<file path="config.mk">
export PLATFORM = sky130hd
export DESIGN_NAME = multiplier_factor_search
export DESIGN_NICKNAME = d
export VERILOG_FILES = /design/src/rtl/multiplier_factor_search.sv
export SDC_FILE = /design/constraint.sdc
export NUM_CORES = 1
export LEC_CHECK = 0
export ABC_AREA = 1
export BUFFER_PORTS_ARGS = -buffer_cell sky130_fd_sc_hd__buf_4
export CAP_MARGIN = 20
export CORE_MARGIN = 1
export CORE_UTILIZATION = 35
export CTS_CLUSTER_DIAMETER = 40
export CTS_CLUSTER_SIZE = 16
export DETAILED_ROUTE_END_ITERATION = 12
export MAX_ROUTING_LAYER = met4
export PLACE_DENSITY = 0.55
export REMOVE_ABC_BUFFERS = 1
export SLEW_MARGIN = 15
export SYNTH_ARGS = -nofsm -noshare
export SYNTH_HDL_FRONTEND = slang
export SYNTH_SLANG_ARGS = --single-unit
</file>
<file path="constraint.sdc">
create_clock -name clk -period 2 [get_ports clk]
set_input_delay 0.4 -clock clk [delete_from_list [all_inputs] [get_ports clk]]
set_output_delay 0.4 -clock clk [all_outputs]
set_load 0.01 [all_outputs]
</file>
<file path="src/rtl/multiplier_factor_search.sv">
// Searches for the factor pair b*a == target, with b in 2..31 (outer, ascending) and a in 2..255 (inner).
// It tests one (b, a) candidate per SCAN cycle, so the cycle count equals the number of candidates visited.
module multiplier_factor_search (
    input  logic        clk,
    input  logic        rst,
    input  logic        start,
    input  logic [12:0] target,
    output logic        busy,
    output logic        done,
    output logic        sat,
    output logic [7:0]  a_out,
    output logic [4:0]  b_out
);

    typedef enum logic [1:0] {IDLE, SCAN, DONE} state_t;

    state_t      state_q, state_d;
    logic [12:0] tgt_q, tgt_d;
    logic [12:0] acc_q, acc_d;
    logic [7:0]  a_q, a_d;
    logic [4:0]  b_q, b_d;
    logic        sat_q, sat_d;
    logic [7:0]  aout_q, aout_d;
    logic [4:0]  bout_q, bout_d;
    logic [4:0]  b_inc;

    assign b_inc = b_q + 5'd1;

    always_ff @(posedge clk or posedge rst) begin
        if (rst) begin
            state_q <= IDLE;
            tgt_q   <= '0;
            acc_q   <= '0;
            a_q     <= '0;
            b_q     <= '0;
            sat_q   <= 1'b0;
            aout_q  <= '0;
            bout_q  <= '0;
        end else begin
            state_q <= state_d;
            tgt_q   <= tgt_d;
            acc_q   <= acc_d;
            a_q     <= a_d;
            b_q     <= b_d;
            sat_q   <= sat_d;
            aout_q  <= aout_d;
            bout_q  <= bout_d;
        end
    end

    always_comb begin
        state_d = state_q;
        tgt_d   = tgt_q;
        acc_d   = acc_q;
        a_d     = a_q;
        b_d     = b_q;
        sat_d   = sat_q;
        aout_d  = aout_q;
        bout_d  = bout_q;
        unique case (state_q)
            IDLE: begin
                if (start) begin
                    tgt_d   = target;
                    b_d     = 5'd2;
                    a_d     = 8'd2;
                    acc_d   = 13'd4;
                    sat_d   = 1'b0;
                    aout_d  = '0;
                    bout_d  = '0;
                    state_d = SCAN;
                end
            end
            SCAN: begin
                // acc always holds a*b for the current candidate
                if (acc_q == tgt_q) begin
                    aout_d  = a_q;
                    bout_d  = b_q;
                    sat_d   = 1'b1;
                    state_d = DONE;
                end else if ((acc_q > tgt_q) || (a_q == 8'd255)) begin
                    if (b_q == 5'd31) begin
                        sat_d   = 1'b0;
                        state_d = DONE;
                    end else begin
                        b_d   = b_inc;
                        a_d   = 8'd2;
                        acc_d = {7'd0, b_inc, 1'b0};
                    end
                end else begin
                    a_d   = a_q + 8'd1;
                    acc_d = acc_q + {8'd0, b_q};
                end
            end
            DONE: begin
                state_d = IDLE;
            end
            default: begin
                state_d = IDLE;
            end
        endcase
    end

    assign busy  = (state_q == SCAN);
    assign done  = (state_q == DONE);
    assign sat   = sat_q;
    assign a_out = aout_q;
    assign b_out = bout_q;

endmodule

</file>
## After elaboration in Yosys (flattened, before gate mapping)

Cells that the tools add are included.

- Bits in registers: 55
- Latch bits: 0
- Memory bits (writable): 0
- ROM bits: 0
- Bits of input ports: 16
- Output and inout port bits: 16
- Logic and storage cells: 65
- Memories kept: 0

- $add $sub $neg: 3
- Multipliers: 0
- Divide/modulo/power cells: 0
- $lt $le $gt $ge: 1
- Eq/ne operators: 13
- Shifts and indexed selects: 0
- Multiplexer cells: 31
- Bitwise gates (word level): 0
- Reduce and logical (&&, ||, !) cells: 9

Operators by type and width:

| operator | number |
|---|---|
| $mux 13 | 4 |
| $mux 8 | 6 |
| $pmux 8 s2 | 2 |
| $mux 5 | 6 |
| $pmux 13 s2 | 1 |
| $pmux 5 s2 | 2 |
| $add 13x5->13 | 1 |
| $eq 13x13->1 | 1 |
| $gt 13x13->1 | 1 |
| $add 8x1->8 const B | 1 |
| $eq 8x8->1 const B | 1 |
| $mux 2 | 4 |
| $reduce_and 4->1 | 2 |
| $ne 2x2->1 const B | 3 |
| $ne 3x1->1 const B | 2 |
| $reduce_and 3->1 | 2 |
| $add 5x1->5 const B | 1 |
| $eq 5x5->1 const B | 1 |
| $reduce_and 5->1 | 1 |
| $mux 1 | 4 |
| $ne 2x1->1 const B | 2 |
| $pmux 2 s2 | 1 |
| $ne 3x3->1 const B | 1 |
| $eq 2x1->1 const B | 1 |
| other kinds (6) | 6 |

## Longest topological paths before layout

- Depth in word-level cells: 5
- Gate-level depth with buffers: 14
- Depth with buffers taken out: 14

## Worst setup path after synthesis

Ideal clock, no wire load.

- Path kind: flip-flop to flip-flop
- Start: register acc_q[12]
- End: register a_q[2]
- Setup time: 66 ps
- Data arrival time: 1,773 ps
- Required time: 1,934 ps
- Slack: 161 ps
- Stages on the path, launching flop included: 13
- Path buffers: 1
- Path through: dfrtp_1 > ha_1 > nand2_1 > nor2_1 > nand2_1 > nor2_2 > inv_1 > nand2_4 > nand3_4 > nand2_4 > buf_6 > nand3_1 > nand2_1

- Longest elaborated chain between the ends: 5

RTL lines:

| element | RTL line | RTL |
|---|---|---|
| start: declaration | 19 | `logic [12:0] acc_q, acc_d;` |
| start signal: assignment | 33 | `acc_q <= '0;` |
| start signal: assignment | 42 | `acc_q <= acc_d;` |
| $gt 13x13->1 | 80 | `end else if ((acc_q > tgt_q) \|\| (a_q == 8'd255)) begin` |
| $logic_or 1x1->1 | 80 |  |
| $mux 8 | 80 |  |
| $mux 8 | 75 | `if (acc_q == tgt_q) begin` |
| $pmux 8 s2 | 60 | `unique case (state_q)` |
| end signal: assignment | 34 | `a_q <= '0;` |
| end signal: assignment | 43 | `a_q <= a_d;` |
| end: declaration | 20 | `logic [7:0] a_q, a_d;` |

Parallel ways exist; a longest one is shown, timed or not. The select of a mux whose other input is x is not followed.
A chain may end at the register's enable or synchronous reset.

## Final worst setup path

- Start: register acc_q[2]
- End: register a_q[3]

Same word-level chain as after synthesis.

==> run summary <==
### Outcome
* finished clean — outcome

### Final layout
* 26.1% — area delta synth->final
* 531 — # nets final
* 623 — non-filler cells in the finished layout
* 0 — number of diodes
* 23.1% — ratio of cells with drive above 1 in the final layout

### Route
* 8160 µm — overall routed net length
* 13.1 µm — Routed WL per cell
* 4.75 — mean number of vias per cell
* 4 — first-pass iteration count of the detailed router
* 124 — number of design-rule violations left by the first detailed-router iteration
* 0 — total DRC errors in the routed layout
* 2957 — number of vias after detailed routing
* 0 — post-route ant nets

### STA
* 519 MHz — highest achievable clock rate
* 68.7% — relative slew slack
* 1.93 ns — shortest period the worst path allows
* yes — RSZ-0062 raised after global routing
* 0 ns — accumulated negative setup slack
* 0.469 ns — Slew @ Worst Pin
* 0 — number of slew-limit violations in the final report
* 0 — number of hold-slack violations in the final timing report
* 96.4% — final period utilization
* 0.111 ns — worst hold margin
* 0 — final setup violation count
* 0.00683 ns — setup clock skew after layout

### Clock network
* 2 — Max clock buf depth
* 0.31 ns — Clock Latency Late Sink
* 55 — Clock Sinks
* sky130_fd_sc_hd__clkbuf_8 — cell at the root of the clock tree
* 2 — # H-tree levels
* 0 — number of buffers added to fix hold violations after cts
* 5 — number of buffers created by CTS
* yes — CTS tree
* 0.10 ns — clock slew at the register clock pins of the worst setup and hold paths

### GRT
* 13800 µm — first-pass GRT wire length
* 17.8% — Total Routing Usage GR
* 0 — initial antenna violation count
* 2792 — vias in the first global route
* 56 — maximum number of pins on one net before global-route repair
* 0 — global route total overflow

### Yosys
* 0 — Yosys warnings
* 40.9% — share of the synthesized area in the top cell type
* 40.9% — Seq/Total Area, Yosys
* sky130_fd_sc_hd__nand2_1 (126), sky130_fd_sc_hd__nand3_1 (75), sky130_fd_sc_hd__dfrtp_1 (55) — leading cell types by count after synthesis
* sky130_fd_sc_hd__dfrtp_1 — primary flip-flop cell chosen by synthesis mapping
* 3360 µm² — area of the mapped netlist
* sky130_fd_sc_hd__dfrtp_1 — cell taking the most area after synthesis
* sky130_fd_sc_hd__nand2_1 — most common cell in the netlist
* 0 — EDFF count, synth
* 55 — count of state elements after synthesis
* sky130_fd_sc_hd__dfrtp_1 (41%), sky130_fd_sc_hd__nand2_1 (14%), sky130_fd_sc_hd__nand3_1 (11%), sky130_fd_sc_hd__ha_1 (7.8%), sky130_fd_sc_hd__inv_1 (4.7%) — leading cell types by total area after synthesis
* 100% — async set or reset register ratio after synthesis
* 433 — number of standard cells after synthesis
* 7.76 µm² — average cell area after synthesis
* 27 — Yosys cell types

### Pwr
* 0.314 mV — highest ir drop seen on vdd
* 832 nW/µm² — ratio of total power to cell area
* 2.18 nW — leakage power of the design

### Worst hold path
* in2async — Worst Hold Class

### Worst setup path
* flip-flop — crit end category
* reg2reg — kind of critical path
* 24 — critical-path maximum fanout
* flip-flop — category of the worst setup path launch point
* acc_q[2]$_DFFE_PP0P_ — crit path launch
* 12 — Worst R2R Path Depth
* 2.20 ns — critical path required time
* 2.13 ns — crit path DAT
* 0.07 ns — setup slack of the worst register-to-register path
* a_q[3]$_DFFE_PP0P_ — end of the worst register-to-register path
* acc_q[2]$_DFFE_PP0P_ — reg2reg start

### Floorplanning
* 36.2% — Initial Util
* 32 — top-level port count
* 9280 µm² — Std-Cell Core Area
* 35 — Row Count
* 100 µm — die outline height
* 10000 µm² — area enclosed by the die boundary
* 100 µm — width of the chip

### Place
* 31 — number of port buffers
* 5950 µm — HPWL after detailed placement
* 614 — post-placement cell count
* 0.903 — final estimated routing congestion in global placement

### Run
* 0 — max-cap violation count

==> layout by cell type, fill, tap and decap left out, types with 2 or more instances in the layout <==
| master | netlist | routed |
|---|---|---|
| sky130_fd_sc_hd__nor2_1 | 32 | 29 |
| sky130_fd_sc_hd__nand2_4 | 3 | 2 |
| sky130_fd_sc_hd__nor2_2 | 1 | 2 |
| sky130_fd_sc_hd__nand3b_1 | 3 | 3 |
| sky130_fd_sc_hd__o21ai_1 | 0 | 2 |
| sky130_fd_sc_hd__buf_12 | 0 | 2 |
| sky130_fd_sc_hd__xor2_1 | 8 | 8 |
| sky130_fd_sc_hd__a21oi_1 | 9 | 7 |
| sky130_fd_sc_hd__nand2_1 | 126 | 117 |
| sky130_fd_sc_hd__o21ai_2 | 3 | 2 |
| sky130_fd_sc_hd__ha_4 | 0 | 6 |
| sky130_fd_sc_hd__o21ai_0 | 22 | 20 |
| sky130_fd_sc_hd__nand3_1 | 75 | 74 |
| sky130_fd_sc_hd__nand2_2 | 0 | 9 |
| sky130_fd_sc_hd__buf_4 | 3 | 61 |
| sky130_fd_sc_hd__nand3_4 | 2 | 3 |
| sky130_fd_sc_hd__inv_1 | 42 | 40 |
| sky130_fd_sc_hd__clkbuf_8 | 0 | 7 |
| sky130_fd_sc_hd__or2_2 | 2 | 2 |
| sky130_fd_sc_hd__nor2_4 | 0 | 2 |
| sky130_fd_sc_hd__inv_2 | 2 | 3 |
| sky130_fd_sc_hd__a21oi_2 | 0 | 2 |
| sky130_fd_sc_hd__ha_1 | 21 | 14 |
| sky130_fd_sc_hd__buf_6 | 2 | 3 |
| sky130_fd_sc_hd__nor3_1 | 3 | 3 |
| sky130_fd_sc_hd__xnor2_1 | 7 | 7 |
| sky130_fd_sc_hd__dfrtp_1 | 55 | 55 |
==> per-layer routing <==
metal / part of all wire (%) / routed length (µm) / global-route usage, %
met5: 0 / 0 / -
met4: 0.91 / 74 / 4.12
met1: 51 / 4150 / 25.4
met2: 45 / 3710 / 27.5
met3: 2.8 / 225 / 1.88
==> flip-flops by register name, summed over array words and instances (netlist names) <==
signal / count
state_q: 2
a_q: 8
b_out: 5
b_q: 5
sat: 1
acc_q: 13
a_out: 8
tgt_q: 13
==> report_power, final <==
part	switching, W	total (W)	leakage [nW]	internal (W)
registers	0.000175	0.00148	0.696	0.00130
logic	0.000704	0.00135	1.43	0.000643
clock network	0.000383	0.000699	0.0505	0.000316
total	0.00126	0.00353	2.18	0.00226
==> area by class of cell <==
class                           count  area, µm²
Tap cell                          129        161
Multi-Input combinational cell    321       1900
Fill cell                         954       5050
Timing Repair Buffer               66        532
Inverter                           44        168
Clock inverter                      1       7.51
Sequential cell                    55       1380
Clock buffer                        7       96.3
==> cells by family (layout without fill, tap and decap cells) <==
family / Yosys count / after routing / synth area share, %
simple gates: 249 / 249 / 33.5
compound gates: 34 / 34 / 5.40
mux: 1 / 1 / 0.670
flops: 55 / 55 / 40.9
buf+inv: 57 / 118 / 7.22
xor+xnor: 15 / 15 / 3.91
fa+ha+maj: 22 / 22 / 8.41
==> metrics by stage <==
stage	setup WS (ns)	power (W)	utilization [%]	instance area, µm²
6_report	0.0722	0.00353	45.6	4240
5_1_grt	-0.0758	0.00382	45.6	4240
4_1_cts	0.00115	0.00346	44.0	4090
3_5_place_dp	-0.0659	0.00274	42.6	3960
3_3_place_gp	-0.0590	0.00270	42.6	3960
2_1_floorplan	-0.0149	0.00232	-	3280
==> worst max path at each step <==
| stage | endpoint | slack [ns] | cells past startpoint |
|---|---|---|---|
| 5_1_grt | acc_q[1]$_DFFE_PP0P_ | -0.08 | 11 |
| 3_3_place_gp | acc_q[2]$_DFFE_PP0P_ | -0.06 | 12 |
| 2_1_floorplan | a_q[4]$_DFFE_PP0P_ | -0.01 | 10 |
| 3_5_place_dp | acc_q[2]$_DFFE_PP0P_ | -0.07 | 12 |
| 4_1_cts | acc_q[8]$_DFFE_PP0P_ | 0.001 | 11 |
| 6_report | a_q[3]$_DFFE_PP0P_ | 0.07 | 12 |
==> critical path, cell delays in order, from the launching register on <==
cell                      delay [ns]
sky130_fd_sc_hd__dfrtp_1        0.46
sky130_fd_sc_hd__ha_4           0.30
sky130_fd_sc_hd__nand2_1        0.06
sky130_fd_sc_hd__nor2_2         0.14
sky130_fd_sc_hd__nand2_1        0.06
sky130_fd_sc_hd__nand3_1        0.11
sky130_fd_sc_hd__nand2_1        0.08
sky130_fd_sc_hd__nand2_2        0.08
sky130_fd_sc_hd__nand2_4        0.09
sky130_fd_sc_hd__nand3_4        0.11
sky130_fd_sc_hd__nand2_8        0.15
sky130_fd_sc_hd__nand2_1        0.10
sky130_fd_sc_hd__o21ai_0        0.08
==> repair_timing <==
action                                  in CTS  in global routing
gates resized for setup                      3                 31
endpoints found under the setup margin      26                 41
buffers inserted                             1                  0
cloned                                       0                  0
pin swaps                                    0                  2
No activity file was read; power rests on OpenSTA's default activity.
